==> config.mk <==
export PLATFORM = sky130hd
export DESIGN_NAME = proc_test_sequencer
export DESIGN_NICKNAME = d
export VERILOG_FILES = /design/src/rtl/proc_test_sequencer.sv
export SDC_FILE = /design/constraint.sdc
export NUM_CORES = 1
export LEC_CHECK = 0
export ABC_AREA = 1
export BUFFER_PORTS_ARGS = -buffer_cell sky130_fd_sc_hd__buf_2
export CORE_AREA = 2 2 459 461
export CTS_CLUSTER_SIZE = 14
export DETAILED_ROUTE_END_ITERATION = 6
export DIE_AREA = 0 0 461 463
export GPL_ROUTABILITY_DRIVEN = 0
export PLACE_DENSITY_LB_ADDON = 0.3
export SLEW_MARGIN = 10
export SYNTH_ARGS = -nofsm -noshare
export SYNTH_HDL_FRONTEND = slang
export SYNTH_SLANG_ARGS = --single-unit
==> constraint.sdc <==
create_clock -name clk -period 3.9 [get_ports clk]
set_input_delay 0.585 -clock clk [delete_from_list [all_inputs] [get_ports clk]]
set_output_delay 0.585 -clock clk [all_outputs]
set_load 0.01 [all_outputs]
==> src/rtl/proc_test_sequencer.sv <==
// Run/check sequencer: streams a program into imem, holds the core in reset,
// runs it until a jump-to-self halt or a timeout, then compares the signature.
// Ports:
//   clk, reset (async active-low), start (one-cycle pulse)
//   load_valid/load_ready/load_data/load_last : program word stream in
//   imem_we/imem_addr/imem_wdata              : instruction memory write port
//   cpu_reset (active-high), pc_out           : core control / observed PC
//   elements, expected                        : packed observed/expected signature
//   busy, done, pass, timeout, load_overflow,
//   fail_index, cycle_count                   : status and results
module proc_test_sequencer #(
    parameter int XLEN        = 64,
    parameter int NUM_ELEMS   = 8,
    parameter int INSTR_W     = 32,
    parameter int IMEM_DEPTH  = 64,
    parameter int HOLD_CYCLES = 2,
    parameter int HALT_STABLE = 3,
    parameter int MAX_CYCLES  = 1024,
    localparam int AW = $clog2(IMEM_DEPTH),
    localparam int CW = $clog2(MAX_CYCLES + 1),
    localparam int IW = (NUM_ELEMS > 1) ? $clog2(NUM_ELEMS) : 1
) (
    input  logic                      clk,
    input  logic                      reset,
    input  logic                      start,
    input  logic                      load_valid,
    output logic                      load_ready,
    input  logic [INSTR_W-1:0]        load_data,
    input  logic                      load_last,
    output logic                      imem_we,
    output logic [AW-1:0]             imem_addr,
    output logic [INSTR_W-1:0]        imem_wdata,
    output logic                      cpu_reset,
    input  logic [XLEN-1:0]           pc_out,
    input  logic [NUM_ELEMS*XLEN-1:0] elements,
    input  logic [NUM_ELEMS*XLEN-1:0] expected,
    output logic                      busy,
    output logic                      done,
    output logic                      pass,
    output logic                      timeout,
    output logic                      load_overflow,
    output logic [IW-1:0]             fail_index,
    output logic [CW-1:0]             cycle_count
);

    localparam int HW = $clog2(HOLD_CYCLES + 1);
    localparam int SW = $clog2(HALT_STABLE + 1);

    typedef enum logic [2:0] {
        S_IDLE, S_LOAD, S_RST, S_RUN, S_CHECK, S_DONE
    } state_e;

    state_e          state_q, state_d;
    logic [AW-1:0]   addr_q, addr_d;
    logic [HW-1:0]   hold_q, hold_d;
    logic [CW-1:0]   cyc_q, cyc_d;
    logic [XLEN-1:0] pc_prev_q, pc_prev_d;
    logic [SW-1:0]   stable_q, stable_d;
    logic [IW-1:0]   idx_q, idx_d;
    logic [IW-1:0]   fail_q, fail_d;
    logic            pass_q, pass_d;
    logic            tmo_q, tmo_d;
    logic            ovf_q, ovf_d;
    logic            accept;
    logic [XLEN-1:0] elem_cur, exp_cur;

    always_comb begin
        elem_cur = '0;
        exp_cur  = '0;
        for (int i = 0; i < NUM_ELEMS; i++) begin
            if (idx_q == IW'(i)) begin
                elem_cur = elements[i*XLEN +: XLEN];
                exp_cur  = expected[i*XLEN +: XLEN];
            end
        end
    end

    assign load_ready    = (state_q == S_LOAD);
    assign accept        = load_ready & load_valid;
    assign imem_we       = accept;
    assign imem_addr     = addr_q;
    assign imem_wdata    = load_data;
    assign cpu_reset     = (state_q == S_IDLE) || (state_q == S_LOAD) ||
                           (state_q == S_RST);
    assign busy          = (state_q == S_LOAD) || (state_q == S_RST) ||
                           (state_q == S_RUN)  || (state_q == S_CHECK);
    assign done          = (state_q == S_DONE);
    assign pass          = pass_q;
    assign timeout       = tmo_q;
    assign load_overflow = ovf_q;
    assign fail_index    = fail_q;
    assign cycle_count   = cyc_q;

    always_comb begin
        state_d   = state_q;
        addr_d    = addr_q;
        hold_d    = hold_q;
        cyc_d     = cyc_q;
        pc_prev_d = pc_prev_q;
        stable_d  = stable_q;
        idx_d     = idx_q;
        fail_d    = fail_q;
        pass_d    = pass_q;
        tmo_d     = tmo_q;
        ovf_d     = ovf_q;
        unique case (state_q)
            S_IDLE, S_DONE: begin
                if (start) begin
                    state_d = S_LOAD;
                    addr_d  = '0;
                    cyc_d   = '0;
                    pass_d  = 1'b0;
                    tmo_d   = 1'b0;
                    ovf_d   = 1'b0;
                    fail_d  = '0;
                end
            end
            S_LOAD: begin
                if (accept) begin
                    addr_d = addr_q + AW'(1);
                    hold_d = '0;
                    if (load_last) begin
                        state_d = S_RST;
                    end else if (addr_q == AW'(IMEM_DEPTH - 1)) begin
                        ovf_d   = 1'b1;
                        state_d = S_RST;
                    end
                end
            end
            S_RST: begin
                stable_d  = '0;
                pc_prev_d = '0;
                idx_d     = '0;
                if (hold_q == HW'(HOLD_CYCLES - 1)) begin
                    state_d = S_RUN;
                end else begin
                    hold_d = hold_q + HW'(1);
                end
            end
            S_RUN: begin
                pc_prev_d = pc_out;
                if (cyc_q != CW'(MAX_CYCLES)) begin
                    cyc_d = cyc_q + CW'(1);
                end
                // cyc_q==0 marks the first RUN cycle, whose pc_prev is stale.
                if ((cyc_q != '0) && (pc_out == pc_prev_q)) begin
                    stable_d = stable_q + SW'(1);
                end else begin
                    stable_d = '0;
                end
                if (stable_d == SW'(HALT_STABLE)) begin
                    state_d = S_CHECK;
                    idx_d   = '0;
                end else if (cyc_d == CW'(MAX_CYCLES)) begin
                    state_d = S_DONE;
                    tmo_d   = 1'b1;
                    pass_d  = 1'b0;
                end
            end
            S_CHECK: begin
                if (elem_cur != exp_cur) begin
                    state_d = S_DONE;
                    pass_d  = 1'b0;
                    fail_d  = idx_q;
                end else if (idx_q == IW'(NUM_ELEMS - 1)) begin
                    state_d = S_DONE;
                    pass_d  = 1'b1;
                    fail_d  = '0;
                end else begin
                    idx_d = idx_q + IW'(1);
                end
            end
            default: state_d = S_IDLE;
        endcase
    end

    always_ff @(posedge clk or negedge reset) begin
        if (!reset) begin
            state_q   <= S_IDLE;
            addr_q    <= '0;
            hold_q    <= '0;
            cyc_q     <= '0;
            pc_prev_q <= '0;
            stable_q  <= '0;
            idx_q     <= '0;
            fail_q    <= '0;
            pass_q    <= 1'b0;
            tmo_q     <= 1'b0;
            ovf_q     <= 1'b0;
        end else begin
            state_q   <= state_d;
            addr_q    <= addr_d;
            hold_q    <= hold_d;
            cyc_q     <= cyc_d;
            pc_prev_q <= pc_prev_d;
            stable_q  <= stable_d;
            idx_q     <= idx_d;
            fail_q    <= fail_d;
            pass_q    <= pass_d;
            tmo_q     <= tmo_d;
            ovf_q     <= ovf_d;
        end
    end

endmodule

# Yosys cells after proc, flatten, opt, wreduce, memory -nomap -nowiden
# Cells that the tools add are included.
# op_classes
n_addsub	5
eq_ne	33
reduce_logical	26
n_mux	61
n_bitwise	1
# ops
cell	n
64-bit 2-to-1 mux	16
64-bit case mux with 2 select lines	1
64-bit == test	1
64-bit inequality test	1
3-bit 2-to-1 mux	15
11-bit 2-to-1 mux	3
11-bit case mux with 2 select lines	1
3-bit == test (second input constant)	6
3-bit case mux with 5 select lines	1
3-bit by 2-bit == test with 1-bit output (second input constant)	4
6-bit 2-to-1 mux	2
2-bit inequality test (second input constant)	6
6-bit case mux with 2 select lines	1
11-bit by 1-bit adder with 11-bit output (second input constant)	1
11-bit == test (second input constant)	1
11-bit inequality test (second input constant)	1
11-bit nonzero test	1
1-bit 2-to-1 mux	10
2-bit by 1-bit inequality test with 1-bit output (second input constant)	5
5-bit AND reduction	2
2-bit nonzero test	5
3-bit case mux with 3 select lines	1
3-bit AND reduction	3
2-bit 2-to-1 mux	4
other kinds (22)	34
# word_totals
in_bits	1125
reg_bits	97

# Longest topological paths before layout
# depth
ltp_word	12
mapped_depth	29

# Least setup slack after synthesis
# No wires, ideal clock.
# synth_path
kind	reg2reg
startpoint	reg idx_q[2]
endpoint	reg idx_q[0]
path_stages_with_launch	27
setup_ns	0.117
t_arrival_ns	2.976
period_less_slack_ns	3.093
path_slack_ns	0.807
n_path_buf	6
path_cell_list	dfrtp_1 buf_6 inv_4 buf_2 buf_4 ha_1 inv_1 buf_2 clkbuf_1 clkbuf_1 nand3_1 nand3_1 nand2_1 nand2_1 a21oi_1 o21ai_0 nand2_1 nor2_1 nand2_1 nor2_1 nand2_1 nor2_2 nand2_1 nand2_2 nand2_1 nand2_1 nand2_1
# synth_via
elab_chain_len	12
# synth_lines
item	line	rtl
start: declaration	59	logic [IW-1:0] idx_q, idx_d;
start signal: assignment	197	idx_q <= idx_d;
3-bit logical NOT	71	if (idx_q == IW'(i)) begin
64-bit 2-to-1 mux (8 in a row)	71	
64-bit inequality test	161	if (elem_cur != exp_cur) begin
2-bit inequality test (no source line)	--	
4-bit AND reduction (no source line) (*)	--	
# Every way passes the cells marked *; elsewhere a longest branch is shown, timed or not.
# A chain may end at the register's enable or synchronous reset.

# Worst setup path in the final report
# layout_path
startpoint	reg idx_q[0]
endpoint	reg idx_q[2]
# layout_via
elab_chain_len	12
# layout_lines
item	line
3-bit logical NOT	71
64-bit 2-to-1 mux (8 in a row)	71
64-bit inequality test	161
2-bit inequality test (no source line)	--
4-bit AND reduction (no source line)	--
# Several ways; a longest one is shown, not always the timed one. The select of a mux whose other input is x is not followed.

==> impl_metrics.csv <==
group,metric,value,unit
run_status,status,"completed",
power_and_ir_drop,power_frac_seq,27.7,%
cts,cts_made_buffers,9,
power_and_ir_drop,pwr-share-clk,17.4,%
power_and_ir_drop,leakagePower,18.01,nW
timing,fin_crit,3.723,ns
timing,finalSetupTns,0,ns
placed_design,numPortBuffers,1120,
power_and_ir_drop,ir_drop,381.5,uV
finish,seqCellArea,2429,sq um
timing,fin_hold_ws,0.3547,ns
logic_synthesis,synthArstFlopShare,100.0,%
logic_synthesis,yosysUniqueCellTypes,38,
routing,wire_per_inst,25.03,um
placed_design,place_area,30270,sq um
logic_synthesis,synth_area_leaders,"nand2_1, nand3_1, dfrtp_1",
logic_synthesis,synth_top_cell_area_share,31.11,%
hold_path,hold_class,"input pin to async pin",
routing,via_per_inst,3.843,
timing,worst_slew_pin_slew,1.002,ns
cts,cts_root_buf,"clkbuf_16",
logic_synthesis,yosys-top-cells-count,"nand2_1, inv_1, nand3_1, nor2_1, buf_2",
power_and_ir_drop,p_total,5.311,mW
worst_setup_path,slowest_delay,0.43,ns
worst_setup_path,crit_top_cell,"nand2_1",
worst_setup_path,crit_fanout,5,
die,die-width,461,um
logic_synthesis,synth_flop_cell,"dfrtp_1",
timing,relSlewSlack,33.17,%
cts,clkSlewWorstSetupHoldPaths,0.08,ns
die,dieArea,213400,sq um
power_and_ir_drop,internal-power,2.906,mW
logic_synthesis,yosys_warnings,0,
logic_synthesis,syn_inst,4085,
logic_synthesis,synth_top_cell_by_area,"nand2_1",
logic_synthesis,synth_edf_count,0,
die,rows,168,
logic_synthesis,synthMostInstantiatedCell,"nand2_1",
finish,drive_gt1_share,32.29,%
worst_setup_path,crit_type,"flip-flop to flip-flop",
routing,drc,0,
worst_setup_path,critPathArrivalTime,3.98,ns
global_routing,grt_max_degree,75,
timing,skew,0.01571,ns
routing,dr_wl_met2,95.89,mm
cts,cts.sinks,97,
die,die_h,463,um
worst_setup_path,cp.required,4.16,ns
global_routing,first_global_vias,30360,
power_and_ir_drop,p_comb_share,54.9,%
logic_synthesis,syn_area_per_cell,4.831,sq um
global_routing,grt-ovfl-total,0,
timing,finalCritPeriodShare,95.47,%
die,core_area,208500,sq um
finish,multi_input_area,14350,sq um
global_routing,antenna_found_initial,239,
logic_synthesis,ys_ff_latch,97,
routing,m1WireLength,78.93,mm
cts,clk_path_buf_depth,2,
finish,fin_area,32020,sq um
routing,top_layer_used,"met5",
logic_synthesis,ys_seq_area_share,12.30,%
routing,routed_wl,203.1,mm
die,start_util,9.465,%
finish,final_nets,6360,
power_and_ir_drop,switching_power,2.405,mW
timing,setup_violations,0,
cts,clk_latency,0.37,ns
cts,htreeDepth,3,
die,ioPinCount,1185,
logic_synthesis,synth_nets,5220,
placed_design,hpwl,173.9,mm
finish,syn_to_final_growth,62.26,%
global_routing,grt_first_pass_wirelength,257.2,mm
routing,drt_iter0_markers,2276,
power_and_ir_drop,switching_share,45.29,%
worst_setup_path,end_kind,"flip-flop",
power_and_ir_drop,p_per_area,165.8,nW/um^2
routing,firstDrtPassIters,6,
worst_setup_path,crit_slowest_cell,"dfrtp_2",
routing,num_vias,31190,
routing,final_antenna_net_count,0,
timing,max_freq,268.6,MHz
cts,cts_tree,"built",
finish,fillers,24900,
flow_run,drv_cap,0,
cts,ctsHoldBuffers,0,
logic_synthesis,synthesis.area,19740,sq um
timing,maxSlewViolCount,0,
routing,routed-wl-met3,21.80,mm
global_routing,grt_usage,17.72,%
timing,final_hold_viol_count,0,
worst_setup_path,cp-start-kind,"flip-flop",
==> layout by cell type (no fill, tap or decap), drive strengths merged <==
cell type / count
and3: 2
clkinv: 5
nand3: 517
nand4: 25
o41ai: 1
ha: 10
clkbuf: 17
a2111oi: 1
xor2: 28
or4: 1
dfrtp: 97
o21bai: 1
mux2i: 1
o21ai: 94
nor4: 11
o31ai: 1
nand2: 1638
a21oi: 123
diode: 80
buf: 1394
or2: 132
nand3b: 1
o21a: 1
bufbuf: 2
clkinvlp: 1
nor3: 10
o22ai: 47
a22o: 30
a31oi: 1
nor2: 474
inv: 554
xnor2: 10
==> final timing paths <==
kind / to / slack, ns / startpoint / depth (start not counted)
worst max-delay path: idx_q[2]$_DFFE_PN0P_ / 0.18 / idx_q[0]$_DFFE_PN0P_ / 29
worst min-delay path: pc_prev_q[50]$_DFFE_PN0N_ / 0.35 / reset / 1
worst max register to register: idx_q[2]$_DFFE_PN0P_ / 0.18 / idx_q[0]$_DFFE_PN0P_ / 29
worst min register to register: hold_q[0]$_DFFE_PN0P_ / 0.50 / hold_q[0]$_DFFE_PN0P_ / 1
max in group asynchronous: pc_prev_q[10]$_DFFE_PN0N_ / 2.58 / reset / 2
min in group clk: pc_prev_q[26]$_DFFE_PN0N_ / 0.45 / pc_out[26] / 2
==> registers in the layout (all words and copies together), names as in the netlist <==
| name | count |
|---|---|
| load_overflow | 1 |
| hold_q | 2 |
| pc_prev_q | 64 |
| idx_q | 3 |
| cycle_count | 11 |
| pass | 1 |
| imem_addr | 6 |
| fail_index | 3 |
| stable_q | 2 |
| timeout | 1 |
| state_q | 3 |
==> area by class of cell <==
type / count / share of cell area, %
well taps: 2805 / 10.96
multi-input cells: 3160 / 44.81
flip-flops and latches: 97 / 7.584
inverters: 553 / 6.704
clock buffers: 9 / 0.7033
repair buffers: 1404 / 28.40
clock inverters: 7 / 0.2188
diodes: 80 / 0.6251
==> kinds of logic after synthesis <==
kind of cell,count (synthesis),share of synthesized area (%)
compound gates,300,8.558
xor+xnor,38,1.686
fa+ha+maj,10,0.6340
buf+inv,828,17.65
flops,97,12.30
mux,1,0.05072
simple gates,2811,59.12
==> worst max-delay path, delay by kind of cell, from the launching register on <==
family          cells  cell delay [ns]
fa+ha+maj           1             0.19
simple gates       20             1.89
buf+inv             7             0.97
compound gates      1             0.08
flops               1             0.43
==> layer usage <==
layer | global-route usage, % | up-vias
li1 | - | 14870
met1 | 20.16 | 14220
met2 | 30.53 | 1546
met3 | 6.957 | 405
met4 | 4.690 | 146
met5 | 0 | -
==> power by group through the flow <==
stage | Combinational, mW | Sequential, mW | Clock, mW
2_1_floorplan | 1.48 | 1.45 | 0
3_3_place_gp | 2.88 | 1.48 | 0
3_5_place_dp | 2.92 | 1.48 | 0
4_1_cts | 2.94 | 1.47 | 0.949
5_1_grt | 3.25 | 1.50 | 0.992
6_report | 2.92 | 1.47 | 0.922
==> timing repair <==
action | in CTS | in global routing
setup endpoints to repair | 10 | 10
cloned | 5 | 7
pin swaps | 4 | 25
gates resized for setup | 51 | 122
endpoints found under the hold margin | 0 | 0
buffers inserted | 7 | 21
==> through the flow <==
stage / cells / worst slack (ns) / util, %
finish: 8115 / 0.1766 / 15.36
global route: 8077 / -0.03771 / 15.31
CTS: 8008 / 0.004174 / 14.86
detailed placement: 7980 / -0.5615 / 14.52
global placement: 7980 / -0.6451 / 14.52
floorplan: 4085 / 0.8066 / -
(Power assumes the default switching activity.)
